===== config.mk =====
export PLATFORM = sky130hd
export DESIGN_NAME = fixed_to_fp32
export DESIGN_NICKNAME = d
export VERILOG_FILES = /design/src/rtl/fixed_to_fp32.sv
export SDC_FILE = /design/constraint.sdc
export NUM_CORES = 1
export LEC_CHECK = 0
export ABC_CLOCK_PERIOD_IN_PS = 3100
export CAP_MARGIN = 20
export CORE_MARGIN = 2
export CORE_UTILIZATION = 26
export CTS_CLUSTER_DIAMETER = 50
export CTS_CLUSTER_SIZE = 20
export DETAILED_ROUTE_END_ITERATION = 6
export PLACE_DENSITY = 0.44
export SETUP_SLACK_MARGIN = 0.4
export SLEW_MARGIN = 20
export SYNTH_ARGS = -nofsm -noshare
export SYNTH_HDL_FRONTEND = slang
export SYNTH_SLANG_ARGS = --single-unit
export TNS_END_PERCENT = 1

===== constraint.sdc =====
create_clock -name clk -period 3.1 [get_ports clk]
set_input_delay 0.465 -clock clk [delete_from_list [all_inputs] [get_ports clk]]
set_output_delay 0.465 -clock clk [all_outputs]
set_load 0.005 [all_outputs]

===== src/rtl/fixed_to_fp32.sv =====
// Pipelined signed fixed-point to IEEE-754 single-precision converter.
// Four stages (magnitude, leading-one, normalise/round, pack) with valid/ready on both sides.
module fixed_to_fp32 #(
  parameter int unsigned IN_WIDTH  = 16,
  parameter int unsigned FRAC_BITS = 8
) (
  input  logic                clk,
  input  logic                reset,
  input  logic                in_valid_i,
  output logic                in_ready_o,
  input  logic [IN_WIDTH-1:0] in_data_i,
  output logic                out_valid_o,
  input  logic                out_ready_i,
  output logic [31:0]         out_data_o,
  output logic                busy_o
);

  logic stall;
  logic accept;

  // Stage 1: sign and magnitude
  logic                s1_valid_q;
  logic                s1_sign_d, s1_sign_q;
  logic [IN_WIDTH-1:0] s1_abs_d, s1_abs_q;

  // Stage 2: leading-one position and zero flag
  logic                s2_valid_q;
  logic                s2_sign_q;
  logic                s2_zero_d, s2_zero_q;
  logic [4:0]          s2_pos_d, s2_pos_q;
  logic [IN_WIDTH-1:0] s2_abs_q;

  // Stage 3: normalised, rounded mantissa
  logic                s3_valid_q;
  logic                s3_sign_q;
  logic                s3_zero_q;
  logic [4:0]          s3_pos_q;
  logic                s3_carry_d, s3_carry_q;
  logic [22:0]         s3_mant_d, s3_mant_q;
  logic [62:0]         s3_shifted;
  logic                s3_guard;
  logic                s3_sticky;
  logic                s3_round_up;

  // Stage 4: packed output
  logic                s4_valid_q;
  logic [7:0]          s4_exp;
  logic [31:0]         s4_data_d, s4_data_q;

  assign stall      = s4_valid_q & ~out_ready_i;
  assign in_ready_o = ~reset & ~stall;
  assign accept     = in_valid_i & in_ready_o;

  always_comb begin
    s1_sign_d = in_data_i[IN_WIDTH-1];
    s1_abs_d  = s1_sign_d ? -in_data_i : in_data_i;
  end

  always_comb begin
    s2_zero_d = (s1_abs_q == '0);
    s2_pos_d  = '0;
    for (int i = 0; i < IN_WIDTH; i++) begin
      if (s1_abs_q[i]) s2_pos_d = 5'(i);
    end
  end

  // Shift so the leading one lands just above bit 62 and drops off; what remains is
  // the 23-bit fraction followed by the guard bit and the sticky field.
  always_comb begin
    s3_shifted  = 63'(s2_abs_q) << (6'd63 - {1'b0, s2_pos_q});
    s3_guard    = s3_shifted[39];
    s3_sticky   = |s3_shifted[38:0];
    s3_round_up = s3_guard & (s3_sticky | s3_shifted[40]);
    s3_mant_d   = s3_shifted[62:40] + 23'(s3_round_up);
    s3_carry_d  = s3_round_up & (&s3_shifted[62:40]);
  end

  // Exponent always lies in 1..254, so modulo-256 arithmetic gives the exact field.
  always_comb begin
    s4_exp    = 8'd127 + 8'(s3_pos_q) - 8'(FRAC_BITS) + 8'(s3_carry_q);
    s4_data_d = '0;
    if (s3_valid_q && !s3_zero_q) s4_data_d = {s3_sign_q, s4_exp, s3_mant_q};
  end

  always_ff @(posedge clk) begin
    if (reset) begin
      s1_valid_q <= 1'b0;
      s2_valid_q <= 1'b0;
      s3_valid_q <= 1'b0;
      s4_valid_q <= 1'b0;
      s4_data_q  <= '0;
    end else if (!stall) begin
      s1_valid_q <= accept;
      s2_valid_q <= s1_valid_q;
      s3_valid_q <= s2_valid_q;
      s4_valid_q <= s3_valid_q;
      s4_data_q  <= s4_data_d;
    end
  end

  always_ff @(posedge clk) begin
    if (!stall) begin
      s1_sign_q  <= s1_sign_d;
      s1_abs_q   <= s1_abs_d;
      s2_sign_q  <= s1_sign_q;
      s2_abs_q   <= s1_abs_q;
      s2_zero_q  <= s2_zero_d;
      s2_pos_q   <= s2_pos_d;
      s3_sign_q  <= s2_sign_q;
      s3_zero_q  <= s2_zero_q;
      s3_pos_q   <= s2_pos_q;
      s3_carry_q <= s3_carry_d;
      s3_mant_q  <= s3_mant_d;
    end
  end

  assign out_valid_o = s4_valid_q;
  assign out_data_o  = s4_data_q;
  assign busy_o      = s1_valid_q | s2_valid_q | s3_valid_q | s4_valid_q;

endmodule


# Yosys cells after proc, flatten, opt, wreduce, memory -nomap -nowiden
# Cells that the tools add are included.
[totals]
out_inout_bits = 35
regBits = 107
[classes]
reduce_logical = 9
n_bitwise = 12
add_sub_neg = 6
n_shift = 1
n_mux = 16
[op_table]
columns = ["operator", "count"]
rows = [
  ["left shift 16 x 6 -> 63 bit", 1],
  ["OR reduction 39 bit", 1],
  ["2-to-1 mux 32 bit", 1],
  ["2-to-1 mux 4 bit", 6],
  ["adder 23 x 1 -> 23 bit", 1],
  ["AND reduction 23 bit", 1],
  ["zero test 16 bit", 1],
  ["negation 16 bit", 1],
  ["2-to-1 mux 15 bit", 1],
  ["OR reduction 14 bit", 1],
  ["2-to-1 mux 3 bit", 4],
  ["adder 7 x 5 -> 8 bit, first input constant", 1],
  ["adder 8 x 1 -> 8 bit", 1],
  ["OR reduction 8 bit", 1],
  ["subtractor 8 x 4 -> 8 bit, second input constant", 1],
  ["subtractor 6 x 5 -> 6 bit, first input constant", 1],
  ["AND 1 bit", 5],
  ["2-to-1 mux 2 bit", 2],
  ["OR 1 bit", 4],
  ["OR reduction 4 bit", 1],
  ["inverter 1 bit", 3],
  ["2-to-1 mux 1 bit", 2],
  ["OR reduction 2 bit", 1],
  ["logical AND 1 bit", 1],
  ["zero test 1 bit", 1],
]

# Longest topological paths before layout
[logic_depth]
ltp_word = 14
ltp_mapped = 6
ltp_nobuf = 6

# Worst setup path before layout
# Ideal clock, no wire load.
[synth_path]
path_type = "input port to flip-flop"
startpoint = "in out_ready_i"
endpoint = "reg s1_abs_q[0] (enable)"
arrival_time_ns = 1.915
setup_ns = 0.415
setup_slack_ns = 0.770
path_buffers = 1
path_stages = 3
path_cell_list = "nor2b_1 -> clkbuf_1 -> inv_1"
[synth_between]
elab_chain_len = 2
[synth_lines]
columns = ["item", "line_no", "text"]
rows = [
  ["start: declaration", "13", "input logic out_ready_i,"],
  ["inverter 1 bit", "50", "assign stall = s4_valid_q & ~out_ready_i;"],
  ["AND 1 bit", "50", ""],
  ["end signal: assignment", "104", "s1_abs_q <= s1_abs_d;"],
  ["end: declaration", "24", "logic [IN_WIDTH-1:0] s1_abs_d, s1_abs_q;"],
]
# Every way passes these cells.
# A chain may end at the register's enable or synchronous reset.

# Worst setup path after layout
[layout_path]
startpoint = "reg s2_pos_q[0]"
endpoint = "reg s3_mant_q[22] (data pin)"
[layout_between]
elab_chain_len = 6
[layout_lines]
columns = ["item", "line_no", "text"]
rows = [
  ["start: declaration", "30", "logic [4:0] s2_pos_d, s2_pos_q;"],
  ["start signal: assignment", "108", "s2_pos_q <= s2_pos_d;"],
  ["subtractor 6 x 5 -> 6 bit (*)", "70", "s3_shifted = 63'(s2_abs_q) << (6'd63 - {1'b0, s2_pos_q});"],
  ["left shift 16 x 6 -> 63 bit (*)", "70", ""],
  ["OR reduction 39 bit", "72", "s3_sticky = |s3_shifted[38:0];"],
  ["OR 1 bit", "73", "s3_round_up = s3_guard & (s3_sticky | s3_shifted[40]);"],
  ["AND 1 bit", "73", ""],
  ["adder 23 x 1 -> 23 bit (*)", "74", "s3_mant_d = s3_shifted[62:40] + 23'(s3_round_up);"],
  ["net s3_mant_d[22]", "39", "logic [22:0] s3_mant_d, s3_mant_q;"],
  ["end signal: assignment", "113", "s3_mant_q <= s3_mant_d;"],
  ["end: declaration", "39", ""],
]
# Mark *: on every way through the listed nets, which the timed path passes. The rest lies on a longest branch.

==> impl_metrics.yaml <==
power:
  seqPwrFrac_pct: 53.1
  switchingPower_uw: 641
  irDropWorstVdd_mv: 0.261
  intPower_mw: 2.10
  p_leak_nw: 1.71
  power_frac_clock_pct: 35.0
  power_density_nw_per_um2: 583
  comb_power_share_pct: 11.9
  switching_share_pct: 23.3
yosys:
  syn_avg_cell_area_um2: 11.9
  yosysTopAreaCell: "edfxtp_1"
  synth_cells: 319
  synthArstFlopShare_pct: 0
  ys_seq_area_share_pct: 61.0
  ys_ff_latch: 86
  synth_edf_count: 59
  synth_most_common_cell: "edfxtp_1"
  synth_common_cells: "59 x edfxtp_1, 41 x nor2_1, 28 x nand2_1"
  yosys_warnings: 0
  post_synth_num_cell_types: 43
  synthTopCellsByArea: "edfxtp_1 47%, dfxtp_1 14%, a22oi_1 4.2%, nor2_1 4.1%, mux2i_1 3.7%"
  ys.flop_type: "edfxtp_1"
  syn-cell-area_um2: 3790
  synth_top_area_share_pct: 46.7
route:
  postRouteAntennaNets: 0
  routed_via_density: 4.36
  wl_per_cell_um: 12.4
  finalWirelength_um: 6850
  first_pass_iters: 4
  drt_iter0_markers: 139
  vias: 2412
  drt_drc_violations_left: 0
sta:
  finalCriticalPeriod_ns: 2.19
  worst_pin_slew_ns: 0.703
  maxSlewViolCount: 0
  setup_tns_ns: 0
  rsz0062_at_grt: "false"
  fmax_mhz: 456
  hold_viol: 0
  finalSetupViolCount: 0
  skew_ns: 0.00413
  period_share_pct: 70.7
  relSlewSlack_pct: 53.1
floorplanning:
  start_util_pct: 26.4
  die_w_um: 125
  fp.dieH_um: 125
  ios: 55
  core_region_area_um2: 14400
  fp-row-count: 44
  die_area_um2: 15600
clock_tree:
  cts-htree-levels: 3
  numCtsBuffers: 9
  cts_resized: 0
  hold_buffers: 0
  cts_sinks: 86
  cts-root-buf: "clkbuf_16"
  cts_tree: "built"
  clockBufferDepth: 2
  clk_pin_slew_ns: 0.06
  postCtsSetupRepairBufs: 0
  clock_latency_ns: 0.33
grt:
  grt_max_degree: 60
  grt_usage_pct: 9.26
  grt_pass1_wl_um: 11600
  antenna_found_initial: 0
  grt-ovfl-total: 0
  grt_pass1_vias: 2340
cells_and_area:
  final_nets: 387
  syn2layout_area_growth_pct: 24.1
  layout-drive-gt1-share_pct: 10.6
  fin_area_um2: 4700
  antenna_cells: 0
critical_path:
  worstPathMaxFanout: 17
  end_kind: "flip-flop"
  cpLargestDelayFamily: "flip-flops"
  critPathMaxStageDelay_ns: 0.77
  path_cells: "mux2_2, a21oi_1, mux2i_1, o221a_2"
  critPathKind: "reg -> reg"
  cp.required_ns: 3.18
  start_kind: "flip-flop"
  cp.arrival_ns: 2.27
  cp_slowest_cell: "edfxtp_1"
  r2r_slack_ns: 0.91
  cp_num_buf_inv: 0
placed_design:
  portBuffers: 46
  routabilityCongestion: 0.756
  post_dp_cell_area_um2: 4440
  dp_hpwl_um: 5010
status:
  status: "complete, no violations"
run:
  maxCapViolCount: 0
worst_hold_path:
  hold_class: "reg -> reg"
-- final cells by class --
type / count / area (µm²)
clock inverter: 4 / 22.5
inverter: 10 / 37.5
tap: 184 / 230
fill: 1464 / 9660
clock buffer: 12 / 246
sequential: 86 / 2310
multi-input combinational: 207 / 1350
timing repair buffer: 50 / 503
-- worst reg2reg max path, cell delays in order, from the launching register on --
cell      delay (ns)
edfxtp_1        0.77
mux2_2          0.43
a21oi_1         0.32
mux2i_1         0.15
o221a_2         0.27
-- state kept, by name (all words and copies together), names as in the netlist --
register / cells
s3_zero_q: 1
s3_pos_q: 4
s2_zero_q: 1
s1_abs_q: 16
s3_sign_q: 1
s2_pos_q: 4
out_valid_o: 1
s3_mant_q: 15
out_data_o: 23
s2_valid_q: 1
s2_abs_q: 15
s1_sign_q: 1
s2_sign_q: 1
s3_valid_q: 1
s1_valid_q: 1
-- metal layers --
metal	routed length, µm	vias to the layer above	part of all wire (%)	GRT usage (%)
li1	-	1238	-	-
met5	0	-	0	0
met4	101	0	1.5	3.37
met3	291	8	4.2	3.57
met2	3220	55	47	14.5
met1	3240	1111	47	11.6
-- through the flow --
step | hold slack (ns) | std cells | utilization [%] | setup WS [ns] | power (mW)
5_1_grt | 0.441 | 553 | 32.7 | 0.785 | 2.90
6_report | 0.427 | 553 | 32.7 | 0.908 | 2.74
4_1_cts | 0.429 | 553 | 32.7 | 0.887 | 2.79
3_5_place_dp | 0.415 | 537 | 30.9 | 0.704 | 1.81
3_3_place_gp | 0.413 | 537 | 30.9 | 0.719 | 1.81
2_1_floorplan | 0.400 | 326 | - | 0.770 | 1.70
-- worst paths after layout --
| kind | startpoint | to | cells after the start |
|---|---|---|---|
| worst max-delay path | s2_pos_q[0]$_SDFFCE_PP1N_ | s3_mant_q[22]$_DFFE_PN_ | 4 |
| worst max register to register | s2_pos_q[0]$_SDFFCE_PP1N_ | s3_mant_q[22]$_DFFE_PN_ | 4 |
| worst min register to register | s2_zero_q$_DFFE_PN_ | s3_zero_q$_DFFE_PN_ | 0 |
| worst min-delay path | s2_zero_q$_DFFE_PN_ | s3_zero_q$_DFFE_PN_ | 0 |
-- layout by cell type (no fill, tap or decap), drive strengths merged, types with 2 or more instances in the layout --
cell	netlist	final
o21ai	7	7
a22oi	21	21
ha	3	3
mux2i	14	14
conb	1	8
a21oi	10	10
nand2	28	28
nor2b	2	2
clkbuf	9	12
and2	4	4
nor4	4	4
edfxtp	59	59
clkdlybuf4s50	0	46
dfxtp	27	27
nand3	3	3
clkinv	0	3
or4	3	3
or3	2	2
inv	10	10
o31ai	6	6
xnor2	13	13
nor2	41	41
mux2	11	11
buf	14	4
nand2b	7	7
o21bai	2	2
o221ai	4	4
o41ai	2	2
-- cell families (layout without fill, tap and decap cells) --
group | count (synthesis) | after routing | synth area share, %
AO/OA/AOI/OAI | 58 | 58 | 10.9
XOR/XNOR | 14 | 14 | 3.23
adder cells (fa/ha/maj) | 3 | 3 | 0.990
buffers and inverters | 33 | 76 | 4.26
flip-flops | 86 | 86 | 61.0
multiplexers | 25 | 25 | 6.96
other | 1 | 8 | 0.0989
AND/OR/NAND/NOR | 99 | 99 | 12.6
-- power groups by stage --
stage                     combinational, mW  sequential (mW)  clock (mW)
after floorplan                       0.259             1.44           0
after global placement                0.329             1.48           0
after detailed placement              0.328             1.48           0
after CTS                             0.331             1.46       0.998
after global routing                  0.366             1.48        1.06
final                                 0.326             1.46       0.962
(Power assumes the default switching activity.)
==> variant, RTL diff (same flow settings) <==
Set the parameter `IN_WIDTH` to 20 (it was 16).
--- a/src/rtl/fixed_to_fp32.sv
+++ b/src/rtl/fixed_to_fp32.sv
@@ -1,7 +1,7 @@
 // Pipelined signed fixed-point to IEEE-754 single-precision converter.
 // Four stages (magnitude, leading-one, normalise/round, pack) with valid/ready on both sides.
 module fixed_to_fp32 #(
-  parameter int unsigned IN_WIDTH  = 16,
+  parameter int unsigned IN_WIDTH  = 20,
   parameter int unsigned FRAC_BITS = 8
 ) (
   input  logic                clk,
Interface: changed (resized in_data_i); port bits go from 55 to 59. The function was not compared with the original's and may differ.
==> variant against the original RTL <==
- routed wire length up 110%
- via count up 86%
- worst setup slack got worse by 690 ps
- global-route usage grew 3.0 points
- clock skew increased by 7.0 ps
- synthesized area rose by 63%
- power rose by 85%
- largest power group unchanged
- sequential share of layout area shrank 11 points
- clock power increased by 100%
- combinational power rose to 3.6 times the old value
- sequential cell count rose by 29
- cell area is 71% higher
- first-iteration DRC count up 100%
==> variant: results (changes against the original RTL) <==
\begin{tabular}{lr}
\hline
Metric & Value \\
\hline
\multicolumn{2}{l}{\textbf{Clock network}} \\
\quad Later-pin clock latency in the skew report & 410 ps (+80 ps) \\
\quad Level count of the clock H-tree & 4 (+1) \\
\quad CTS Buf Count & 17 (+8) \\
\quad Count of buffers added by post-CTS timing repair for setup & 2 (+2) \\
\multicolumn{2}{l}{\textbf{Global route}} \\
\quad Number of global-route vias before repair & 4,481 (+91\%) \\
\quad First-pass GRT wire length & 23,850 um (+110\%) \\
\quad Met3 track demand over resource in global routing & 2.531\% (-1.0 points) \\
\quad Met1 routing resource usage after global routing & 15.03\% (+3.4 points) \\
\multicolumn{2}{l}{\textbf{Yosys}} \\
\quad Synth top cells by count & edfxtp\_1 (79), nor2\_1 (61), nand2\_1 (42) \\
\quad Synthesized netlist cell count & 545 (+71\%) \\
\quad Count of unique library cells instantiated by Yosys & 68 (+58\%) \\
\quad Top area cells in the synthesized netlist & edfxtp\_1 (38\%), dfxtp\_1 (12\%), mux4\_1 (4.7\%) \\
\quad Sequential-to-total area share from yosys stat & 49.94\% (-11 points) \\
\multicolumn{2}{l}{\textbf{Layout}} \\
\quad Fillcell total & 2,396 (+64\%) \\
\quad Post-layout net count & 668 (+73\%) \\
\quad Number of signal-net buffers in the layout & 108 (+120\%) \\
\quad Clock tree buffer count of the final layout & 21 (+9) \\
\quad Final Instance Area & 8056 um\^{}2 (+71\%) \\
\quad Max FFs per register & 32 (+39\%) \\
\quad Seq Cell Count & 115 (+34\%) \\
\quad Layout inverter count without the clock tree & 16 (+6) \\
\multicolumn{2}{l}{\textbf{Pwr}} \\
\quad Internal Pwr Total & 0.003719 W (+77\%) \\
\quad Power of the sequential group & 0.00197 W (+35\%) \\
\quad Sequential power share & 38.6\% (-15 points) \\
\quad Leakage & 2.891 nW (+69\%) \\
\multicolumn{2}{l}{\textbf{Placement}} \\
\quad DP Cell Count & 938 (+75\%) \\
\quad GP Congestion & 0.8585 (+14\%) \\
\quad Pre-CTS worst setup slack & 100.9 ps (-603.6 ps) \\
\quad Post-place instance area & 7403 um\^{}2 (+67\%) \\
\multicolumn{2}{l}{\textbf{Detailed routing}} \\
\quad Met2 WL & 7293 um (+130\%) \\
\quad Via density per instance & 4.608 (+5.6\%) \\
\quad Total Wirelength & 14,560 um (+110\%) \\
\quad Detailed router's first-iteration violation count & 282 (+100\%) \\
\quad Wire length on met3 & 509 um (+75\%) \\
\multicolumn{2}{l}{\textbf{Setup path}} \\
\quad CP delay by family, top & compound AO/OA/AOI/OAI gates \\
\quad Worst-path maximum fanout & 27 (+10) \\
\quad Cell type of the slowest stage on the worst timing path & mux4\_1 \\
\quad Arrival time worst endpoint & 3040 ps (+770 ps) \\
\multicolumn{2}{l}{\textbf{Outcome}} \\
\quad Status & finished, final reports clean \\
\multicolumn{2}{l}{\textbf{Timing}} \\
\quad Clock Skew & 11.18 ps (+7.048 ps) \\
\hline
\end{tabular}
-- variant: cell types whose count changed after synthesis, sizes merged, moves of 9 or more --
cell,change
edfxtp,+20
nor2,+20
mux4,+18
xnor2,+17
o21ai,+16
a21oi,+15
nand2,+14
nor3,+10
clkbuf,+9
dfxtp,+9
-- variant: cell families after synthesis --
group	after synthesis	synth area share (%)
and+or+nand+nor	173	14.10
DFF	115	49.94
other	1	0.06055
muxes	48	12.44
xor gates and xnor gates	37	5.232
buffers and inverters	48	4.061
adders and majority gates	4	0.8081
AOI/OAI and AO/OA	119	13.35
-- variant: final timing paths --
path,to,slack [ps],cells past startpoint
worst max-delay path,s3_mant_q[19]$_DFFE_PN_,220,9
worst min-delay path,s3_zero_q$_DFFE_PN_,430,0
worst max register to register,s3_mant_q[19]$_DFFE_PN_,220,9
worst min register to register,s3_zero_q$_DFFE_PN_,430,0
